$ cat src/rtl/alu_lock_arbiter.sv
// Single-owner ALU lock arbiter for NUM_SIC requesters: the oldest issue id wins,
// and the lock passes to the next owner on release with no idle cycle.
module alu_lock_arbiter #(
    parameter int NUM_SIC  = 4,
    parameter int ID_WIDTH = 6
) (
    input  logic                              clk,
    input  logic                              rst_n,
    input  logic [NUM_SIC-1:0]                req,
    input  logic [NUM_SIC-1:0][ID_WIDTH-1:0]  req_issue_id,
    input  logic [NUM_SIC-1:0]                release_lock,
    input  logic                              flush,
    output logic [NUM_SIC-1:0]                grant,
    output logic                              owner_valid,
    output logic [$clog2(NUM_SIC)-1:0]        owner_idx,
    output logic                              proto_err
);
    localparam int IDX_W = $clog2(NUM_SIC);

    typedef enum logic {IDLE = 1'b0, HELD = 1'b1} state_t;

    state_t             state_reg, state_next;
    logic [NUM_SIC-1:0] grant_reg, grant_next;
    logic [IDX_W-1:0]   owner_reg, owner_next;
    logic               proto_err_reg, proto_err_next;

    logic [NUM_SIC-1:0] eligible;
    logic [NUM_SIC-1:0] beats_all;
    logic               win_valid;
    logic [IDX_W-1:0]   win_idx;
    logic               owner_release;
    logic               owner_abandon;
    logic               stray_release;

    // a is older than b when (a - b) mod 2^ID_WIDTH has its top bit set
    function automatic logic is_older(input logic [ID_WIDTH-1:0] a,
                                      input logic [ID_WIDTH-1:0] b);
        logic [ID_WIDTH-1:0] diff;
        diff = a - b;
        return diff[ID_WIDTH-1];
    endfunction

    assign owner_release = (state_reg == HELD) && release_lock[owner_reg];
    assign owner_abandon = (state_reg == HELD) && !req[owner_reg] && !release_lock[owner_reg];
    assign stray_release = |(release_lock & ~grant_reg);

    for (genvar gi = 0; gi < NUM_SIC; gi++) begin : g_sic
        logic beat;

        assign eligible[gi] = req[gi] && !(owner_release && (owner_reg == IDX_W'(gi)));

        always_comb begin
            beat = eligible[gi];
            for (int j = 0; j < NUM_SIC; j++) begin
                if (j != gi && eligible[j]) begin
                    if (req_issue_id[j] == req_issue_id[gi]) begin
                        if (j < gi) beat = 1'b0;
                    end else if (!is_older(req_issue_id[gi], req_issue_id[j])) begin
                        beat = 1'b0;
                    end
                end
            end
        end

        assign beats_all[gi] = beat;
    end

    // Ids spread over more than half the id space have no strict oldest; falling back
    // to the lowest eligible index keeps the lock from stalling in that case.
    always_comb begin
        win_idx = '0;
        for (int i = NUM_SIC - 1; i >= 0; i--) begin
            if (eligible[i]) win_idx = IDX_W'(i);
        end
        for (int i = NUM_SIC - 1; i >= 0; i--) begin
            if (beats_all[i]) win_idx = IDX_W'(i);
        end
    end

    assign win_valid = |eligible;

    always_ff @(posedge clk) begin
        if (!rst_n) begin
            state_reg     <= IDLE;
            grant_reg     <= '0;
            owner_reg     <= '0;
            proto_err_reg <= 1'b0;
        end else begin
            state_reg     <= state_next;
            grant_reg     <= grant_next;
            owner_reg     <= owner_next;
            proto_err_reg <= proto_err_next;
        end
    end

    always_comb begin
        state_next     = state_reg;
        grant_next     = grant_reg;
        owner_next     = owner_reg;
        // A flush legitimately drops requests, so it never counts as abandonment
        proto_err_next = proto_err_reg | stray_release | (owner_abandon && !flush);
        if (flush) begin
            state_next = IDLE;
            grant_next = '0;
            owner_next = '0;
        end else begin
            case (state_reg)
                IDLE: begin
                    if (win_valid) begin
                        state_next = HELD;
                        grant_next = NUM_SIC'(1) << win_idx;
                        owner_next = win_idx;
                    end
                end
                HELD: begin
                    if (owner_release || owner_abandon) begin
                        if (win_valid) begin
                            grant_next = NUM_SIC'(1) << win_idx;
                            owner_next = win_idx;
                        end else begin
                            state_next = IDLE;
                            grant_next = '0;
                            owner_next = '0;
                        end
                    end
                end
                default: begin
                    state_next = IDLE;
                    grant_next = '0;
                    owner_next = '0;
                end
            endcase
        end
    end

    always_comb begin
        grant       = grant_reg;
        owner_idx   = owner_reg;
        owner_valid = (state_reg == HELD);
        proto_err   = proto_err_reg;
    end

endmodule

$ cat config.mk
export PLATFORM = sky130hd
export DESIGN_NAME = alu_lock_arbiter
export DESIGN_NICKNAME = d
export VERILOG_FILES = /design/src/rtl/alu_lock_arbiter.sv
export SDC_FILE = /design/constraint.sdc
export NUM_CORES = 1
export LEC_CHECK = 0
export CAP_MARGIN = 40
export CORE_MARGIN = 3
export CORE_UTILIZATION = 40
export CTS_CLUSTER_SIZE = 14
export DETAILED_ROUTE_END_ITERATION = 8
export HOLD_SLACK_MARGIN = 0.06
export PLACE_DENSITY_LB_ADDON = 0.25
export RECOVER_POWER = 50
export SLEW_MARGIN = 25
export SYNTH_ARGS = -nofsm -noshare
export SYNTH_HDL_FRONTEND = slang
export SYNTH_SLANG_ARGS = --single-unit
$ cat constraint.sdc
create_clock -name clk -period 2.7 [get_ports clk]
set_input_delay 0.27 -clock clk [delete_from_list [all_inputs] [get_ports clk]]
set_output_delay 0.27 -clock clk [all_outputs]
set_load 0.05 [all_outputs]
==> results of run 1 <==
-- metrics by stage --
step           setup slack, ns  instances  setup TNS (ns)  hold WS (ns)  instance area [sq um]
6_report                0.1227        424               0        0.4770                   3567
4_1_cts              -0.006647        418       -0.006647        0.4813                   3266
2_1_floorplan           0.3613        254               0        0.4036                   2106
3_5_place_dp           -0.3706        411          -1.987        0.4764                   2970
3_3_place_gp           -0.2977        411          -1.581        0.4640                   2970
5_1_grt                0.01387        424               0        0.4892                   3567
-- power by group through the flow --
stage	sequential, W	combinational, W	clock, W
floorplan	0.000165	0.000258	0
global placement	0.000139	0.000505	0
detailed placement	0.000139	0.000513	0
CTS	0.000137	0.000585	0.000143
global route	0.000138	0.000747	0.000151
finish	0.000137	0.000697	0.000142
-- cell usage in the layout, fill, tap and decap left out, types with 3 or more instances in the layout --
cell,Yosys,final
nand2_1,12,11
ha_1,60,45
nand4_1,4,4
ha_4,0,15
and4_4,0,3
buf_6,0,5
dlymetal6s2s_1,0,12
dfxtp_1,8,8
a31oi_1,4,3
clkdlybuf4s50_1,0,18
a21oi_2,1,12
o21a_1,8,8
o21ai_2,2,3
a21oi_1,31,15
inv_2,0,10
dlygate4sd3_1,0,6
nor2b_1,6,6
a221o_1,3,3
inv_1,26,15
o21ai_1,1,3
nor2_1,6,6
clkbuf_8,0,3
nand2b_1,9,9
a21oi_4,0,5
dlygate4sd2_1,0,4
xor2_1,4,4
buf_4,0,53
o21ai_0,8,5
nand3_1,7,7
and3_1,4,3
-- area by class of cell --
cell class	count	area, sq um
sequential	8	160.2
tap	67	83.83
timing repair buffer	100	889.6
fill	351	1344
inverter	26	100.1
multi-input combinational	220	2292
clock buffer	3	41.29
-- cell families (layout without fill, tap and decap cells) --
family	Yosys count	after routing	share of synthesized area
flip-flops	8	8	0.07605
adder cells (fa/ha/maj)	60	60	0.3565
XOR/XNOR	6	6	0.02852
multiplexers	1	1	0.01248
buffers and inverters	26	129	0.04634
AO/OA/AOI/OAI	85	85	0.2834
AND/OR/NAND/NOR	68	68	0.1967
-- critical path, stage by stage --
cell and delay, ns:
dlygate4sd2_1 0.32, buf_4 0.17, ha_1 0.31, nand2_1 0.11, o21a_1 0.22, a221o_1 0.34
a21oi_1 0.21, nor4_2 0.07, buf_4 0.15, a211oi_4 0.28, or3b_4 0.18, a21oi_2 0.04
-- what timing repair did --
action	CTS	global route
buffers inserted	4	6
pin swaps	14	23
cloned	0	0
resized for setup	41	65
setup endpoints to repair	6	6
-- per-layer routing --
layer  track usage  vias up  wire [um]
met3       0.05849       14        514
met2        0.3913       92       3712
met5             0        -          0
li1              -     1162          -
met4       0.04371        0         91
met1        0.2842     1132       3315
-- how the worst min path moves through the flow --
| stage | start | slack, ns | endpoint | cells after the start |
|---|---|---|---|---|
| global placement | grant[0] | 0.46 | grant[0] | 2 |
| detailed placement | grant[1] | 0.48 | grant[1] | 2 |
| global route | grant[1] | 0.49 | grant[1] | 2 |
| finish | grant[0] | 0.48 | grant[0] | 2 |
| CTS | grant[1] | 0.48 | grant[1] | 2 |
| floorplan | rst_n | 0.40 | proto_err | 1 |
==> flow_metrics.tcl, run 1 <==
set metrics [dict create \
    status "finished, final reports clean" \
    path_max_fanout 5 \
    startpoint "req_issue_id[21]" \
    setup_violations 0 \
    crit_end "grant[0]" \
    grt_max_degree 9 \
    synth.most_common_cell "ha_1" \
    skew_ns 0.004753 \
    cp.required_ns 2.80 \
    comb_power_share 0.714 \
    power_switching_w 0.0004103 \
    rrSetupSlack_ns 0.21 \
    fin_total_pwr_w 0.0009758 \
    cts_sinks 8 \
    internal-power_w 0.0005655 \
    drc 0 \
    yosys_register_bits 8 \
    largest_reg_flops 4 \
    clk_pin_slew_ns 0.04 \
    die_height_um 78.56 \
    hold_path.class "flop to flop" \
    dr.pass1.iters 4 \
    grt_pass1_wl_um 11230 \
    pwr-share-seq 0.140 \
    ant_nets 0 \
    powerDensity_nw_per_um2 273.6 \
    yosys-top-cells-count "ha_1, a21oi_1, inv_1, nand2_1, nand2b_1" \
    reg2reg_to "grant[1]" \
    synth_top_area_cell "ha_1" \
    drive_gt1_frac 0.3894 \
    gp_congestion 0.9290 \
    synth_seq_area_share 0.07605 \
    numCtsBuffers 3 \
    fin_util 0.7264 \
    hold_buffers 0 \
    ff2ff_path_depth 10 \
    num_vias 2400 \
    first_global_vias 2440 \
    worst_pin_slew_ns 0.5076 \
    synth_area_per_cell_sq_um 8.290 \
    dp_hpwl_um 5604 \
    die_area_sq_um 6171 \
    syn2layout_area_growth_pct 69.40 \
    drt_iter0_drc 195 \
    port_buffers 42 \
    drt_wl_total_um 7633 \
    min_period_ns 2.577 \
    gr-total-overflow 0 \
    cts_tree "done" \
    power.clock.fraction 0.146 \
    synth-main-ff-cell "dfxtp_1" \
    n_antenna_cell 0 \
    design.core.area_sq_um 4911 \
    ios 43 \
    vdd_drop_max_uv 217.2 \
    clockBufferDepth 2 \
    p_leak_nw 1.659 \
    fmax_mhz 388.0 \
    synth_fp_nets 349 \
    p_sw_frac 0.4204 \
    finalNetCount 454 \
    period_share 0.9545 \
    syn-instance-count 254 \
    final_hold_viol_count 0 \
    crit_type "input port to flop" \
    start_kind "input port" \
    ys_top_cells_by_area "ha_1, dfxtp_1, a21oi_1" \
    relSlewSlack 0.6605 \
    wl_per_cell_um 18.00 \
    yosys_warnings 0 \
    die_x_um 78.56 \
    cap_violations 0 \
    syn-cell-area_sq_um 2106 \
    critPathCaptureType "flop" \
    final_max_slew_viol_count 0 \
    grtUsageTotal 0.2270 \
    clkLatencyLatePin_ns 0.23 \
    synth_edf_count 0 \
    viasPerCell 5.660 \
    row_count 25 \
    initial_core_util 0.4288 \
    root_buffer "clkbuf_8" \
    cp.arrival_ns 2.68 \
    async_reset_ff_frac 0 \
    antenna_found_initial 0 \
    htreeDepth 1 \
    rsz0062_at_grt "no" \
    synth.distinct_cells 53 \
    regToRegStartpoint "owner_idx[0]" \
    yosys.area.top_type_share 0.3565 \
]
Note: power is estimated with default switching activity, not from simulation.
==> inputs of run 2 (changes only) <==
--- a/config.mk
+++ b/config.mk
@@ -7,9 +7,10 @@
 export LEC_CHECK = 0
 export CAP_MARGIN = 40
 export CORE_MARGIN = 3
-export CORE_UTILIZATION = 40
-export CTS_CLUSTER_SIZE = 14
+export CORE_UTILIZATION = 45
+export CTS_CLUSTER_SIZE = 25
 export DETAILED_ROUTE_END_ITERATION = 8
+export GPL_ROUTABILITY_DRIVEN = 0
 export HOLD_SLACK_MARGIN = 0.06
 export PLACE_DENSITY_LB_ADDON = 0.25
 export RECOVER_POWER = 50
==> run 2 against run 1 <==
Die area fell by 10%; sequential share of layout area rose by 0.39 points; non-clock buffer count fell by 18; critical path type unchanged; largest power group unchanged.
==> flow_metrics.tcl, run 2 (synthesis results as in run 1) <==
set metrics [dict create \
    clockBufferDepth 2 \
    cap_violations 0 \
    worst_pin_slew_ns 0.6341 \
    drt_iter0_drc 171 \
    die_height_um 74.41 \
    cts_tree "done" \
    reg2reg_to "grant[0]" \
    final_cell_mix "ha_1, buf_4, a21oi_1" \
    dp_hpwl_um 5216 \
    worstHoldStart "grant[1]" \
    status "finished, final reports clean" \
    first_global_vias 2325 \
    htreeDepth 1 \
    numCtsBuffers 3 \
    start_kind "input port" \
    drive_gt1_frac 0.3186 \
    crit_chain "clkdlybuf4s50_1 > xor2_1 > a21oi_4 > a221oi_4 > nor4_2 > a31oi_1 > a211oi_4 > or3b_4 > a21oi_2" \
    multi_input_comb_area_sq_um 2167 \
    p_leak_nw 1.573 \
    row_count 24 \
    period_share 0.9975 \
    grt_pass1_wl_um 10520 \
    viasPerCell 6.105 \
    finalNetCount 436 \
    crit_type "input port to flop" \
    clk_pin_slew_ns 0.04 \
    syn2layout_area_growth_pct 55.79 \
    n_fill_cell 315 \
    fin_util 0.7382 \
    startpoint "req_issue_id[23]" \
    initial_core_util 0.4738 \
    root_buffer "clkbuf_8" \
    hold_path_depth 2 \
    relSlewSlack 0.5758 \
    n_antenna_cell 0 \
    die_area_sq_um 5536 \
    final_max_slew_viol_count 0 \
    design.core.area_sq_um 4444 \
    holdPathEnd "grant[1]" \
    final_hold_viol_count 0 \
    grt_max_degree 9 \
    setup_violations 0 \
    antenna_found_initial 0 \
    slowest_stage "clkdlybuf4s50_1" \
    vdd_drop_max_uv 330.7 \
    powerDensity_nw_per_um2 275.1 \
    regArea_sq_um 160.2 \
    fmax_mhz 371.3 \
    hold_path.class "flop to flop" \
    ant_nets 0 \
    skew_ns 0.004635 \
    crit_family "compound AO/OA/AOI/OAI gates" \
    path_max_fanout 5 \
    port_buffers 42 \
    fin_total_pwr_w 0.0009024 \
    cp.arrival_ns 2.85 \
    cp_slowest_stage_delay_ns 0.58 \
    path_buf_inv 1 \
    ios 43 \
    tns_ns 0 \
    largest_reg_flops 4 \
    drt_wl_total_um 7440 \
    num_vias 2387 \
    drc 0 \
    clkLatencyLatePin_ns 0.23 \
    regToRegStartpoint "owner_idx[0]" \
    min_period_ns 2.693 \
    holdWs_ns 0.4971 \
    rrSetupSlack_ns 0.24 \
    cp.required_ns 2.86 \
    die_x_um 74.41 \
    cts_sinks 8 \
    grtUsageTotal 0.2412 \
    wl_per_cell_um 19.03 \
    dr.pass1.iters 4 \
    critPathCaptureType "flop" \
    ff2ff_path_depth 9 \
    final_common_cell "ha_1" \
    gr-total-overflow 0 \
]
==> run 2: changes by cell type in the layout (fill, tap and decap cells not counted), sizes merged <==
| cell | previous run | this run |
|---|---|---|
| clkdlybuf4s50 | 18 | 19 |
| buf | 58 | 40 |
| dlygate4sd3 | 6 | 5 |
| dlygate4sd2 | 4 | 2 |
| dlymetal6s2s | 12 | 14 |
==> run 2: how the worst max path moves through the flow <==
stage,depth (start not counted),endpoint,slack (ns)
2_1_floorplan,7,grant[1],0.36
3_3_place_gp,11,grant[0],-0.33
3_5_place_dp,11,grant[0],-0.36
4_1_cts,11,grant[1],0.01
5_1_grt,9,grant[0],-0.09
6_report,9,grant[0],0.007
==> run 2: per-layer routing <==
layer,vias up,global-route usage,wire length [um]
met4,0,0.09091,265
met1,1137,0.3048,2987
li1,1128,-,-
met5,-,0,0
met3,29,0.02297,381
met2,93,0.4215,3804
==> run 2: what timing repair did <==
action,4_1_cts,5_1_grt
hold buffers,0,0
setup buffers,0,5
setup endpoints to repair,6,6
resized for setup,22,60
pin swaps,10,19
==> run 2: metrics by stage <==
step	cell area, sq um	instances	worst slack, ns
6_report	3281	391	0.006884
5_1_grt	3281	391	-0.08548
4_1_cts	2989	386	0.01063
3_5_place_dp	2854	383	-0.3642
3_3_place_gp	2854	383	-0.3325
2_1_floorplan	2106	254	0.3613
==> run 2: cell type report <==
cell class / instances / area share
Multi-Input combinational cell: 220 / 0.6606
Timing Repair Buffer: 82 / 0.2277
Sequential cell: 8 / 0.04882
Inverter: 26 / 0.03051
Tap cell: 52 / 0.01983
Clock buffer: 3 / 0.01259
==> run 2: tightest hold or removal path, delay by kind of cell (launching register included) <==
| kind | cells | cell delay, ns |
|---|---|---|
| DFF | 1 | 0.33 |
| and+or+nand+nor | 1 | 0.06 |
| AOI/OAI and AO/OA | 1 | 0.05 |
==> run 2: power breakdown <==
| part | internal (W) | leakage [nW] | switching [W] |
|---|---|---|---|
| logic | 0.000293 | 1.49 | 0.000329 |
| registers | 0.000127 | 0.0656 | 0.0000115 |
| clock network | 0.0000965 | 0.0216 | 0.0000457 |
